## src/rtl/mem_arb_4m1s_if.sv

```systemverilog
// MemSplit32 -- split-transaction 32-bit memory bundle.
// The request side (req/we/addr/be/wdata) is qualified by ack. The response
// side (resp/rdata) returns read data in order, one beat per accepted read.
// Modports:
//   Master : drives the request signals and receives ack/resp/rdata.
//   Slave  : receives the request signals and drives ack/resp/rdata.
interface MemSplit32;
  logic        req;
  logic        we;
  logic [31:0] addr;
  logic [3:0]  be;
  logic [31:0] wdata;
  logic        ack;
  logic        resp;
  logic [31:0] rdata;

  modport Master (output req, we, addr, be, wdata, input ack, resp, rdata);
  modport Slave  (input req, we, addr, be, wdata, output ack, resp, rdata);
endinterface

```

## src/rtl/mem_arb_4m1s.sv

```systemverilog
// mem_arb_4m1s -- four-requester round-robin arbiter onto one split-transaction
// memory port. Read ownership is remembered in an in-order FIFO so that each
// read response is steered back to the master that issued the read.
// Ports:
//   clk_i            : clock, all state changes on the rising edge
//   rst_i            : synchronous active-high reset
//   m0..m3           : requester bundles (MemSplit32.Slave)
//   s                : shared memory bundle (MemSplit32.Master)
//   rd_outstanding_o : number of accepted reads still waiting for a response
//   spurious_resp_o  : one-cycle pulse after a response arrived with no read pending
module mem_arb_4m1s #(
  parameter int RD_DEPTH = 4
) (
  input  logic                            clk_i,
  input  logic                            rst_i,
  MemSplit32.Slave                        m0,
  MemSplit32.Slave                        m1,
  MemSplit32.Slave                        m2,
  MemSplit32.Slave                        m3,
  MemSplit32.Master                       s,
  output logic [$clog2(RD_DEPTH+1)-1:0]   rd_outstanding_o,
  output logic                            spurious_resp_o
);

  localparam int CW = $clog2(RD_DEPTH + 1);
  localparam int PW = $clog2(RD_DEPTH);

  logic [3:0]    req_v;
  logic [3:0]    we_v;
  logic [31:0]   addr_v  [4];
  logic [3:0]    be_v    [4];
  logic [31:0]   wdata_v [4];
  logic [3:0]    ack_v;
  logic [3:0]    resp_v;
  logic [31:0]   rdata_v [4];
  logic [3:0]    elig;

  logic [1:0]    rr_ptr_q, rr_ptr_d;
  logic          lock_valid_q, lock_valid_d;
  logic [1:0]    lock_idx_q, lock_idx_d;
  logic [1:0]    owner_q [RD_DEPTH];
  logic [1:0]    owner_d [RD_DEPTH];
  logic [PW-1:0] wr_ptr_q, wr_ptr_d;
  logic [PW-1:0] rd_ptr_q, rd_ptr_d;
  logic [CW-1:0] count_q, count_d;
  logic          spurious_q, spurious_d;

  logic          win_valid;
  logic [1:0]    win_idx;
  logic [1:0]    scan_idx;
  logic          fifo_full;
  logic          fifo_empty;
  logic          accept;
  logic          rd_push;
  logic          rd_pop;
  logic [1:0]    head_idx;

  assign req_v   = {m3.req, m2.req, m1.req, m0.req};
  assign we_v    = {m3.we,  m2.we,  m1.we,  m0.we};
  assign addr_v  = '{m0.addr,  m1.addr,  m2.addr,  m3.addr};
  assign be_v    = '{m0.be,    m1.be,    m2.be,    m3.be};
  assign wdata_v = '{m0.wdata, m1.wdata, m2.wdata, m3.wdata};

  assign fifo_full  = (count_q == CW'(RD_DEPTH));
  assign fifo_empty = (count_q == '0);

  // A read is only eligible if its owner can be recorded this cycle.
  assign elig = req_v & (we_v | {4{~fifo_full}});

  // The locked master keeps the grant while it is still eligible, so a
  // stalled transfer cannot be overtaken; otherwise scan from rr_ptr.
  always_comb begin
    win_valid = 1'b0;
    win_idx   = rr_ptr_q;
    scan_idx  = rr_ptr_q;
    if (lock_valid_q && elig[lock_idx_q]) begin
      win_valid = 1'b1;
      win_idx   = lock_idx_q;
    end else begin
      for (int k = 0; k < 4; k++) begin
        scan_idx = rr_ptr_q + 2'(k);
        if (!win_valid && elig[scan_idx]) begin
          win_valid = 1'b1;
          win_idx   = scan_idx;
        end
      end
    end
  end

  assign s.req   = win_valid;
  assign s.we    = win_valid & we_v[win_idx];
  assign s.addr  = win_valid ? addr_v[win_idx]  : '0;
  assign s.be    = win_valid ? be_v[win_idx]    : '0;
  assign s.wdata = win_valid ? wdata_v[win_idx] : '0;

  assign accept   = win_valid & s.ack;
  assign rd_push  = accept & ~we_v[win_idx];
  assign rd_pop   = s.resp & ~fifo_empty;
  assign head_idx = owner_q[rd_ptr_q];

  // Per-master ack and response steering.
  always_comb begin
    ack_v  = '0;
    resp_v = '0;
    for (int i = 0; i < 4; i++) begin
      rdata_v[i] = '0;
      if (accept && (win_idx == 2'(i))) ack_v[i] = 1'b1;
      if (rd_pop && (head_idx == 2'(i))) begin
        resp_v[i]  = 1'b1;
        rdata_v[i] = s.rdata;
      end
    end
  end

  assign m0.ack = ack_v[0];  assign m0.resp = resp_v[0];  assign m0.rdata = rdata_v[0];
  assign m1.ack = ack_v[1];  assign m1.resp = resp_v[1];  assign m1.rdata = rdata_v[1];
  assign m2.ack = ack_v[2];  assign m2.resp = resp_v[2];  assign m2.rdata = rdata_v[2];
  assign m3.ack = ack_v[3];  assign m3.resp = resp_v[3];  assign m3.rdata = rdata_v[3];

  // Next-state: rotation pointer, grant lock, owner FIFO and spurious flag.
  always_comb begin
    rr_ptr_d     = accept ? (win_idx + 2'd1) : rr_ptr_q;
    lock_valid_d = win_valid & ~s.ack;
    lock_idx_d   = win_idx;
    owner_d      = owner_q;
    wr_ptr_d     = wr_ptr_q;
    rd_ptr_d     = rd_ptr_q;
    if (rd_push) begin
      owner_d[wr_ptr_q] = win_idx;
      wr_ptr_d          = wr_ptr_q + PW'(1);
    end
    if (rd_pop) begin
      rd_ptr_d = rd_ptr_q + PW'(1);
    end
    count_d    = count_q + CW'(rd_push) - CW'(rd_pop);
    spurious_d = s.resp & fifo_empty;
  end

  always_ff @(posedge clk_i) begin
    if (rst_i) begin
      rr_ptr_q     <= '0;
      lock_valid_q <= 1'b0;
      lock_idx_q   <= '0;
      for (int i = 0; i < RD_DEPTH; i++) owner_q[i] <= '0;
      wr_ptr_q     <= '0;
      rd_ptr_q     <= '0;
      count_q      <= '0;
      spurious_q   <= 1'b0;
    end else begin
      rr_ptr_q     <= rr_ptr_d;
      lock_valid_q <= lock_valid_d;
      lock_idx_q   <= lock_idx_d;
      owner_q      <= owner_d;
      wr_ptr_q     <= wr_ptr_d;
      rd_ptr_q     <= rd_ptr_d;
      count_q      <= count_d;
      spurious_q   <= spurious_d;
    end
  end

  assign rd_outstanding_o = count_q;
  assign spurious_resp_o  = spurious_q;

endmodule

```

## src/flat_wrapper.sv

```systemverilog
// flat-port wrapper written by rule: the top's interface ports become plain ports
module mem_arb_4m1s_flat 
#(
  parameter int RD_DEPTH = 4
)
  (clk_i, rst_i, rd_outstanding_o, spurious_resp_o, m0_req, m0_we, m0_addr, m0_be, m0_wdata, m0_ack, m0_resp, m0_rdata, m1_req, m1_we, m1_addr, m1_be, m1_wdata, m1_ack, m1_resp, m1_rdata, m2_req, m2_we, m2_addr, m2_be, m2_wdata, m2_ack, m2_resp, m2_rdata, m3_req, m3_we, m3_addr, m3_be, m3_wdata, m3_ack, m3_resp, m3_rdata, s_req, s_we, s_addr, s_be, s_wdata, s_ack, s_resp, s_rdata);
  MemSplit32 m0_i ();
  MemSplit32 m1_i ();
  MemSplit32 m2_i ();
  MemSplit32 m3_i ();
  MemSplit32 s_i ();
  input  logic clk_i;
  input  logic rst_i;
  output logic [$clog2(RD_DEPTH+1)-1:0] rd_outstanding_o;
  output logic spurious_resp_o;
  input wire logic [$bits(m0_i.req)-1:0] m0_req;
  input wire logic [$bits(m0_i.we)-1:0] m0_we;
  input wire logic [$bits(m0_i.addr)-1:0] m0_addr;
  input wire logic [$bits(m0_i.be)-1:0] m0_be;
  input wire logic [$bits(m0_i.wdata)-1:0] m0_wdata;
  output wire logic [$bits(m0_i.ack)-1:0] m0_ack;
  output wire logic [$bits(m0_i.resp)-1:0] m0_resp;
  output wire logic [$bits(m0_i.rdata)-1:0] m0_rdata;
  input wire logic [$bits(m1_i.req)-1:0] m1_req;
  input wire logic [$bits(m1_i.we)-1:0] m1_we;
  input wire logic [$bits(m1_i.addr)-1:0] m1_addr;
  input wire logic [$bits(m1_i.be)-1:0] m1_be;
  input wire logic [$bits(m1_i.wdata)-1:0] m1_wdata;
  output wire logic [$bits(m1_i.ack)-1:0] m1_ack;
  output wire logic [$bits(m1_i.resp)-1:0] m1_resp;
  output wire logic [$bits(m1_i.rdata)-1:0] m1_rdata;
  input wire logic [$bits(m2_i.req)-1:0] m2_req;
  input wire logic [$bits(m2_i.we)-1:0] m2_we;
  input wire logic [$bits(m2_i.addr)-1:0] m2_addr;
  input wire logic [$bits(m2_i.be)-1:0] m2_be;
  input wire logic [$bits(m2_i.wdata)-1:0] m2_wdata;
  output wire logic [$bits(m2_i.ack)-1:0] m2_ack;
  output wire logic [$bits(m2_i.resp)-1:0] m2_resp;
  output wire logic [$bits(m2_i.rdata)-1:0] m2_rdata;
  input wire logic [$bits(m3_i.req)-1:0] m3_req;
  input wire logic [$bits(m3_i.we)-1:0] m3_we;
  input wire logic [$bits(m3_i.addr)-1:0] m3_addr;
  input wire logic [$bits(m3_i.be)-1:0] m3_be;
  input wire logic [$bits(m3_i.wdata)-1:0] m3_wdata;
  output wire logic [$bits(m3_i.ack)-1:0] m3_ack;
  output wire logic [$bits(m3_i.resp)-1:0] m3_resp;
  output wire logic [$bits(m3_i.rdata)-1:0] m3_rdata;
  output wire logic [$bits(s_i.req)-1:0] s_req;
  output wire logic [$bits(s_i.we)-1:0] s_we;
  output wire logic [$bits(s_i.addr)-1:0] s_addr;
  output wire logic [$bits(s_i.be)-1:0] s_be;
  output wire logic [$bits(s_i.wdata)-1:0] s_wdata;
  input wire logic [$bits(s_i.ack)-1:0] s_ack;
  input wire logic [$bits(s_i.resp)-1:0] s_resp;
  input wire logic [$bits(s_i.rdata)-1:0] s_rdata;
  assign m0_i.req = m0_req;
  assign m0_i.we = m0_we;
  assign m0_i.addr = m0_addr;
  assign m0_i.be = m0_be;
  assign m0_i.wdata = m0_wdata;
  assign m0_ack = m0_i.ack;
  assign m0_resp = m0_i.resp;
  assign m0_rdata = m0_i.rdata;
  assign m1_i.req = m1_req;
  assign m1_i.we = m1_we;
  assign m1_i.addr = m1_addr;
  assign m1_i.be = m1_be;
  assign m1_i.wdata = m1_wdata;
  assign m1_ack = m1_i.ack;
  assign m1_resp = m1_i.resp;
  assign m1_rdata = m1_i.rdata;
  assign m2_i.req = m2_req;
  assign m2_i.we = m2_we;
  assign m2_i.addr = m2_addr;
  assign m2_i.be = m2_be;
  assign m2_i.wdata = m2_wdata;
  assign m2_ack = m2_i.ack;
  assign m2_resp = m2_i.resp;
  assign m2_rdata = m2_i.rdata;
  assign m3_i.req = m3_req;
  assign m3_i.we = m3_we;
  assign m3_i.addr = m3_addr;
  assign m3_i.be = m3_be;
  assign m3_i.wdata = m3_wdata;
  assign m3_ack = m3_i.ack;
  assign m3_resp = m3_i.resp;
  assign m3_rdata = m3_i.rdata;
  assign s_req = s_i.req;
  assign s_we = s_i.we;
  assign s_addr = s_i.addr;
  assign s_be = s_i.be;
  assign s_wdata = s_i.wdata;
  assign s_i.ack = s_ack;
  assign s_i.resp = s_resp;
  assign s_i.rdata = s_rdata;
  mem_arb_4m1s #(.RD_DEPTH(RD_DEPTH)) u_core (.clk_i(clk_i), .rst_i(rst_i), .m0(m0_i), .m1(m1_i), .m2(m2_i), .m3(m3_i), .s(s_i), .rd_outstanding_o(rd_outstanding_o), .spurious_resp_o(spurious_resp_o));
endmodule
```

## config.mk

```make
export PLATFORM = sky130hd
export DESIGN_NAME = mem_arb_4m1s_flat
export DESIGN_NICKNAME = d
export VERILOG_FILES = /design/src/rtl/mem_arb_4m1s_if.sv /design/src/rtl/mem_arb_4m1s.sv /design/src/flat_wrapper.sv
export SDC_FILE = /design/constraint.sdc
export NUM_CORES = 1
export LEC_CHECK = 0
export BUFFER_PORTS_ARGS = -buffer_cell sky130_fd_sc_hd__buf_2
export CELL_PAD_IN_SITES_DETAIL_PLACEMENT = 0
export CELL_PAD_IN_SITES_GLOBAL_PLACEMENT = 1
export CORE_AREA = 5 5 201 203
export CTS_CLUSTER_DIAMETER = 60
export DETAILED_ROUTE_END_ITERATION = 6
export DIE_AREA = 0 0 206 208
export GPL_ROUTABILITY_DRIVEN = 0
export PLACE_DENSITY_LB_ADDON = 0.05
export SYNTH_ARGS = -nofsm -noshare
export SYNTH_HDL_FRONTEND = slang
export SYNTH_SLANG_ARGS = --single-unit
export TNS_END_PERCENT = 100
```

## constraint.sdc

```tcl
create_clock -name clk_i -period 5.05 [get_ports clk_i]
set_clock_uncertainty 0.2 [all_clocks]
set_input_delay 0.2525 -clock clk_i [delete_from_list [all_inputs] [get_ports clk_i]]
set_output_delay 0.2525 -clock clk_i [all_outputs]
set_load 0.02 [all_outputs]
```

; Yosys cells after proc, flatten, opt, wreduce, memory -nomap -nowiden
; Index checks and enable logic that the tools add are counted.
; W data, S select, Z words.
[classes]
add_sub_neg = 8
n_lt_le_gt_ge = 10
n_eq_ne = 7
muxes = 54
bitwise = 15
n_reduce_logical = 19
[op_table]
columns = op, n
row1 = $mux W32, 10
row2 = $bmux W32 S2, 2
row3 = $mux W1, 22
row4 = $lt A2 B3 Y1 const B, 6
row5 = $mux W2, 7
row6 = $logic_and A1 B1 Y1, 13
row7 = $bmux W1 S2, 6
row8 = $mux W4, 3
row9 = $ge A3 B3 Y1 const B, 3
row10 = $not A2 Y3, 3
row11 = $add A2 B1 Y2 const B, 4
row12 = $bmux W4 S2, 1
row13 = $bwmux W8, 1
row14 = $eq A2 B2 Y1 const B, 4
row15 = $and A1 B1 Y1, 6
row16 = $add A2 B2 Y2 const B, 2
row17 = $and A4 B4 Y4, 1
row18 = $bmux W2 S2, 1
row19 = $demux W2 S2, 1
row20 = $eq A2 B1 Y1 const B, 2
row21 = $logic_not A2 Y1, 2
row22 = $not A1 Y1, 4
row23 = $or A4 B4 Y4, 1
row24 = $add A3 B1 Y3, 1
row25 = other kinds (5), 7
[word_totals]
reg_bits = 21
out_inout_bits = 210
word_cells = 124

; Longest topological paths before layout
[depth]
word_depth = 26
depth_mapped = 14
depth_no_buf = 11

; Worst setup path after synthesis
; OpenSTA, ideal clock, no wires.
[synth_path]
path_type = register -> output
from = register u_core.count_q[1] (netlist: u_core.rd_outstanding_o[1])
to = output s_addr[27]
arrival_ns = 2.902
slack_ns = 1.696
stages_incl_launch_ff = 13
n_path_buf = 4
cell_sequence = dfxtp_1 buf_6 or4b_4 o2bb2ai_2 a22oi_4 nand3_4 and2_1 buf_6 inv_4 buf_8 buf_6 a211oi_1 a311oi_1
[synth_via]
elab_chain_len = 25
word_cells_on_any_way = 38
[synth_lines]
columns = item, line
row1 = from (decl), mem_arb_4m1s.sv:45  ; logic [CW-1:0] count_q, count_d;
row2 = from (signal assigned), mem_arb_4m1s.sv:156  ; count_q <= count_d;
row3 = $eq A3 B3 Y1 *, mem_arb_4m1s.sv:64  ; assign fifo_full = (count_q == CW'(RD_DEPTH));
row4 = $not A1 Y1 *, mem_arb_4m1s.sv:68  ; assign elig = req_v & (we_v | {4{~fifo_full}});
row5 = $or A4 B4 Y4 *, mem_arb_4m1s.sv:68
row6 = $and A4 B4 Y4 *, mem_arb_4m1s.sv:68
row7 = $bmux W1 S2, mem_arb_4m1s.sv:82  ; if (!win_valid && elig[scan_idx]) begin
row8 = $mux W1 (implied by the code), mem_arb_4m1s.sv:82
row9 = $mux W1, mem_arb_4m1s.sv:82
row10 = $mux W1, mem_arb_4m1s.sv:76  ; if (lock_valid_q && elig[lock_idx_q]) begin
row11 = (+8 left out), --
row12 = $logic_not A1 Y1, mem_arb_4m1s.sv:82
row13 = $logic_and A1 B1 Y1, mem_arb_4m1s.sv:82
row14 = $mux W2, mem_arb_4m1s.sv:82
row15 = $mux W2, mem_arb_4m1s.sv:76
row16 = $not A2 Y3 (implied by the code), mem_arb_4m1s.sv:92  ; assign s.addr = win_valid ? addr_v[win_idx] : '0;
row17 = $bmux W32 S2, mem_arb_4m1s.sv:92
row18 = $mux W32 (implied by the code) (2 in a row), mem_arb_4m1s.sv:92
row19 = $mux W32 *, mem_arb_4m1s.sv:92
row20 = to (decl), flat_wrapper.sv:50  ; output wire logic [$bits(s_i.addr)-1:0] s_addr;
; Mark *: on every way between the ends. The rest lies on a longest branch, timed or not. The select of a mux whose other input is x is not followed.

; Worst setup path after layout
[layout_path]
from = register u_core.count_q[2] (netlist: u_core.rd_outstanding_o[2])
to = output s_wdata[1]
[layout_via]
elab_chain_len = 25
word_cells_on_any_way = 38
[layout_lines]
columns = item, line
row1 = $eq A3 B3 Y1 *, mem_arb_4m1s.sv:64
row2 = $not A1 Y1 *, mem_arb_4m1s.sv:68
row3 = $or A4 B4 Y4 *, mem_arb_4m1s.sv:68
row4 = $and A4 B4 Y4 *, mem_arb_4m1s.sv:68
row5 = $bmux W1 S2, mem_arb_4m1s.sv:82
row6 = $mux W1 (implied by the code), mem_arb_4m1s.sv:82
row7 = $mux W1, mem_arb_4m1s.sv:82
row8 = $mux W1, mem_arb_4m1s.sv:76
row9 = (+8 left out), --
row10 = $logic_not A1 Y1, mem_arb_4m1s.sv:82
row11 = $logic_and A1 B1 Y1, mem_arb_4m1s.sv:82
row12 = $mux W2, mem_arb_4m1s.sv:82
row13 = $mux W2, mem_arb_4m1s.sv:76
row14 = $not A2 Y3 (implied by the code), mem_arb_4m1s.sv:94  ; assign s.wdata = win_valid ? wdata_v[win_idx] : '0;
row15 = $bmux W32 S2, mem_arb_4m1s.sv:94
row16 = $mux W32 (implied by the code) (2 in a row), mem_arb_4m1s.sv:94
row17 = $mux W32 *, mem_arb_4m1s.sv:94
row18 = to (decl), flat_wrapper.sv:52  ; output wire logic [$bits(s_i.wdata)-1:0] s_wdata;
; Marks and branches as above.

==> flow_metrics.tcl <==
set metrics [dict create \
    ys_seq_elements 21 \
    grt_pass1_wl_um 52600 \
    design_area_um2 7930 \
    clock-sinks 21 \
    path_cells "nor4b_2 -> nor2_1 -> a311o_1 -> nand3_4 -> and2_2 -> buf_4 -> nand2_1 -> a311oi_1 -> buf_2" \
    setup_viol 0 \
    io-pin-count 526 \
    ff2ff_setup_slack_ns 1.38 \
    grt_pass1_vias 7294 \
    routedWlPerCell_um 21.7 \
    io_buffers 525 \
    p_leak_nw 4.18 \
    cp.required_ns 4.60 \
    die_h_um 208 \
    synth.avg_cell_area_um2 6.60 \
    vias 7284 \
    via_per_inst 4.23 \
    start_util_pct 12.6 \
    mostFrequentLayoutCells "buf_2, nand2_1, and2_1" \
    cts_buffers 3 \
    hpwl_um 30200 \
    post_cts_buffers 0 \
    drc 0 \
    hold_path.class "primary input to register" \
    powerDensity_nw_per_um2 349 \
    grt-ovfl-total 0 \
    cp-start-kind "register" \
    yosysWarnings 0 \
    synth_ff_type "dfxtp_1" \
    rsz0062_at_grt "false" \
    period_minus_slack_ns 4.31 \
    cts_hold_buf 0 \
    fmax_mhz 232 \
    critical-path-max-stage-delay_ns 0.73 \
    placed_area_um2 7840 \
    tritoncts "yes" \
    num_rows 72 \
    clock-root-buffer "clkbuf_16" \
    antenna_found_initial 18 \
    core_area_um2 38300 \
    path_clk_slew_ns 0.06 \
    post-route-period-util_pct 85.4 \
    cp_num_buf_inv 2 \
    worst_slew_pin_slew_ns 0.991 \
    synthCells 732 \
    grt.total_usage_pct 16.2 \
    die-area_um2 42800 \
    finalNetCount 1523 \
    end_kind "output port" \
    ctsLongestPathBuffers 2 \
    worstSetupPathType "register to output port" \
    cp_slowest_cell "buf_4" \
    first_pass_iters 4 \
    ant_nets 0 \
    drt-initial-drc-count 288 \
    die_w_um 206 \
    max_cap_viol_count 0 \
    ctsResizeCount 0 \
    htree_num_levels 1 \
    fillers 4521 \
    cp.arrival_ns 3.86 \
    synth-seq-area-share_pct 8.70 \
    syn_nets 1057 \
    cp_max_fo 71 \
    areaGrowthSynthToFinish_pct 64.2 \
    grt_max_degree 86 \
    clkLatencyLatePin_ns 0.26 \
    ys_types 56 \
    finalHoldViolations 0 \
    final.setup.tns_ns 0 \
    wl_um 37300 \
    drive_gt1_share_pct 46.8 \
    slew_headroom_pct 33.9 \
    critical-path-top-delay-family "simple AND/OR/NAND/NOR gates" \
    mostFrequentLayoutCell "buf_2" \
    status "finished clean" \
    async_flop_share_pct 0 \
    synth_edf_count 0 \
    synth_area_um2 4830 \
    drv_slew 0 \
    worst_ir_drop_vdd_mv 0.180 \
]
-- cells by family (layout without fill, tap and decap cells) --
| family | Yosys count | count (layout) | share of synthesized area, % |
|---|---|---|---|
| adders and majority gates | 9 | 9 | 2.49 |
| buffers and inverters | 96 | 561 | 10.1 |
| DFF | 21 | 21 | 8.70 |
| and+or+nand+nor | 413 | 413 | 45.6 |
| muxes | 9 | 9 | 2.41 |
| other | 0 | 7 | 0 |
| xor gates and xnor gates | 4 | 4 | 0.725 |
| AOI/OAI and AO/OA | 180 | 180 | 29.9 |
-- final cells by class --
| class | instances | area [um2] | share of cell area, % |
|---|---|---|---|
| multi-input cells | 615 | 3940 | 49.7 |
| repair buffers | 538 | 2750 | 34.7 |
| well taps | 518 | 648 | 8.17 |
| flip-flops and latches | 21 | 420 | 5.30 |
| clock buffers | 4 | 78.8 | 0.994 |
| inverters | 19 | 73.8 | 0.931 |
| diodes | 7 | 17.5 | 0.221 |
-- report_power, final --
group / internal (mW) / total, mW / switching (mW) / leakage, nW
logic: 0.799 / 2.34 / 1.54 / 3.97
clock network: 0.108 / 0.177 / 0.0692 / 0.0382
registers: 0.196 / 0.246 / 0.0497 / 0.172
-- path summary, 6_finish.rpt --
check / endpoint / startpoint / cells past startpoint
max reg2reg: u_core.rd_outstanding_o[1]$_SDFF_PP0_ / u_core.rd_outstanding_o[2]$_SDFF_PP0_ / 9
min: u_core.spurious_resp_o$_SDFF_PP0_ / s_resp / 3
max: s_wdata[1] / u_core.rd_outstanding_o[2]$_SDFF_PP0_ / 9
min reg2reg: u_core.owner_q[0]$_SDFFE_PP0P_ / u_core.owner_q[0]$_SDFFE_PP0P_ / 2
-- cell usage after synthesis (all sizes together) (2+ instances only) --
library cell,number,area [um2]
a21oi,3,15.0
nand2b,15,93.8
inv,19,73.8
a311oi,69,604
a21o,3,22.5
and3,74,463
a221oi,5,50.0
mux4,2,45.0
nor2b,5,31.3
o22ai,5,31.3
nand3,8,52.6
and2,132,826
o21ai,12,60.1
xnor2,3,26.3
nor4b,3,38.8
a211oi,69,518
clkbuf,51,191
buf,26,224
dfxtp,21,420
nand4,2,12.5
nor3,3,15.0
nand2,150,563
o211ai,3,22.5
mux2i,6,60.1
ha,8,100
nor2,15,56.3
-- routing by layer --
| layer | share of wire [%] | up-vias | track usage (%) |
|---|---|---|---|
| met4 | 2.3 | 22 | 3.67 |
| met1 | 36 | 3374 | 17.4 |
| li1 | - | 3594 | - |
| met3 | 6.8 | 48 | 4.64 |
| met5 | 0.34 | - | 0 |
| met2 | 54 | 246 | 31.1 |
-- state kept, by name (all words and copies together) (netlist names) --
register / cells
u_core.spurious_resp_o: 1
u_core.lock_valid_q: 1
u_core.rd_ptr_q: 2
u_core.rr_ptr_q: 2
u_core.lock_idx_q: 2
u_core.owner_q: 8
u_core.rd_outstanding_o: 3
u_core.wr_ptr_q: 2
-- stage by stage --
step           instances  util, %  setup WS (ns)  power (mW)  hold slack [ns]
6_report            1722     20.7          0.738        2.77           0.0448
3_3_place_gp        1711     20.5          0.963        2.68            0.262
5_1_grt             1720     20.7          0.367        3.00           0.0504
4_1_cts             1715     20.7          0.682        2.82           0.0393
3_5_place_dp        1711     20.5          0.955        2.63            0.264
2_1_floorplan        732        -           1.70        1.79            0.132
-- worst register-to-register path, delay by kind of cell (launching register included) --
family          cells  cell delay (ns)
compound gates      4             1.14
fa+ha+maj           2             0.67
flops               1             0.48
simple gates        3             1.05
No activity file was read; power rests on OpenSTA's default activity.
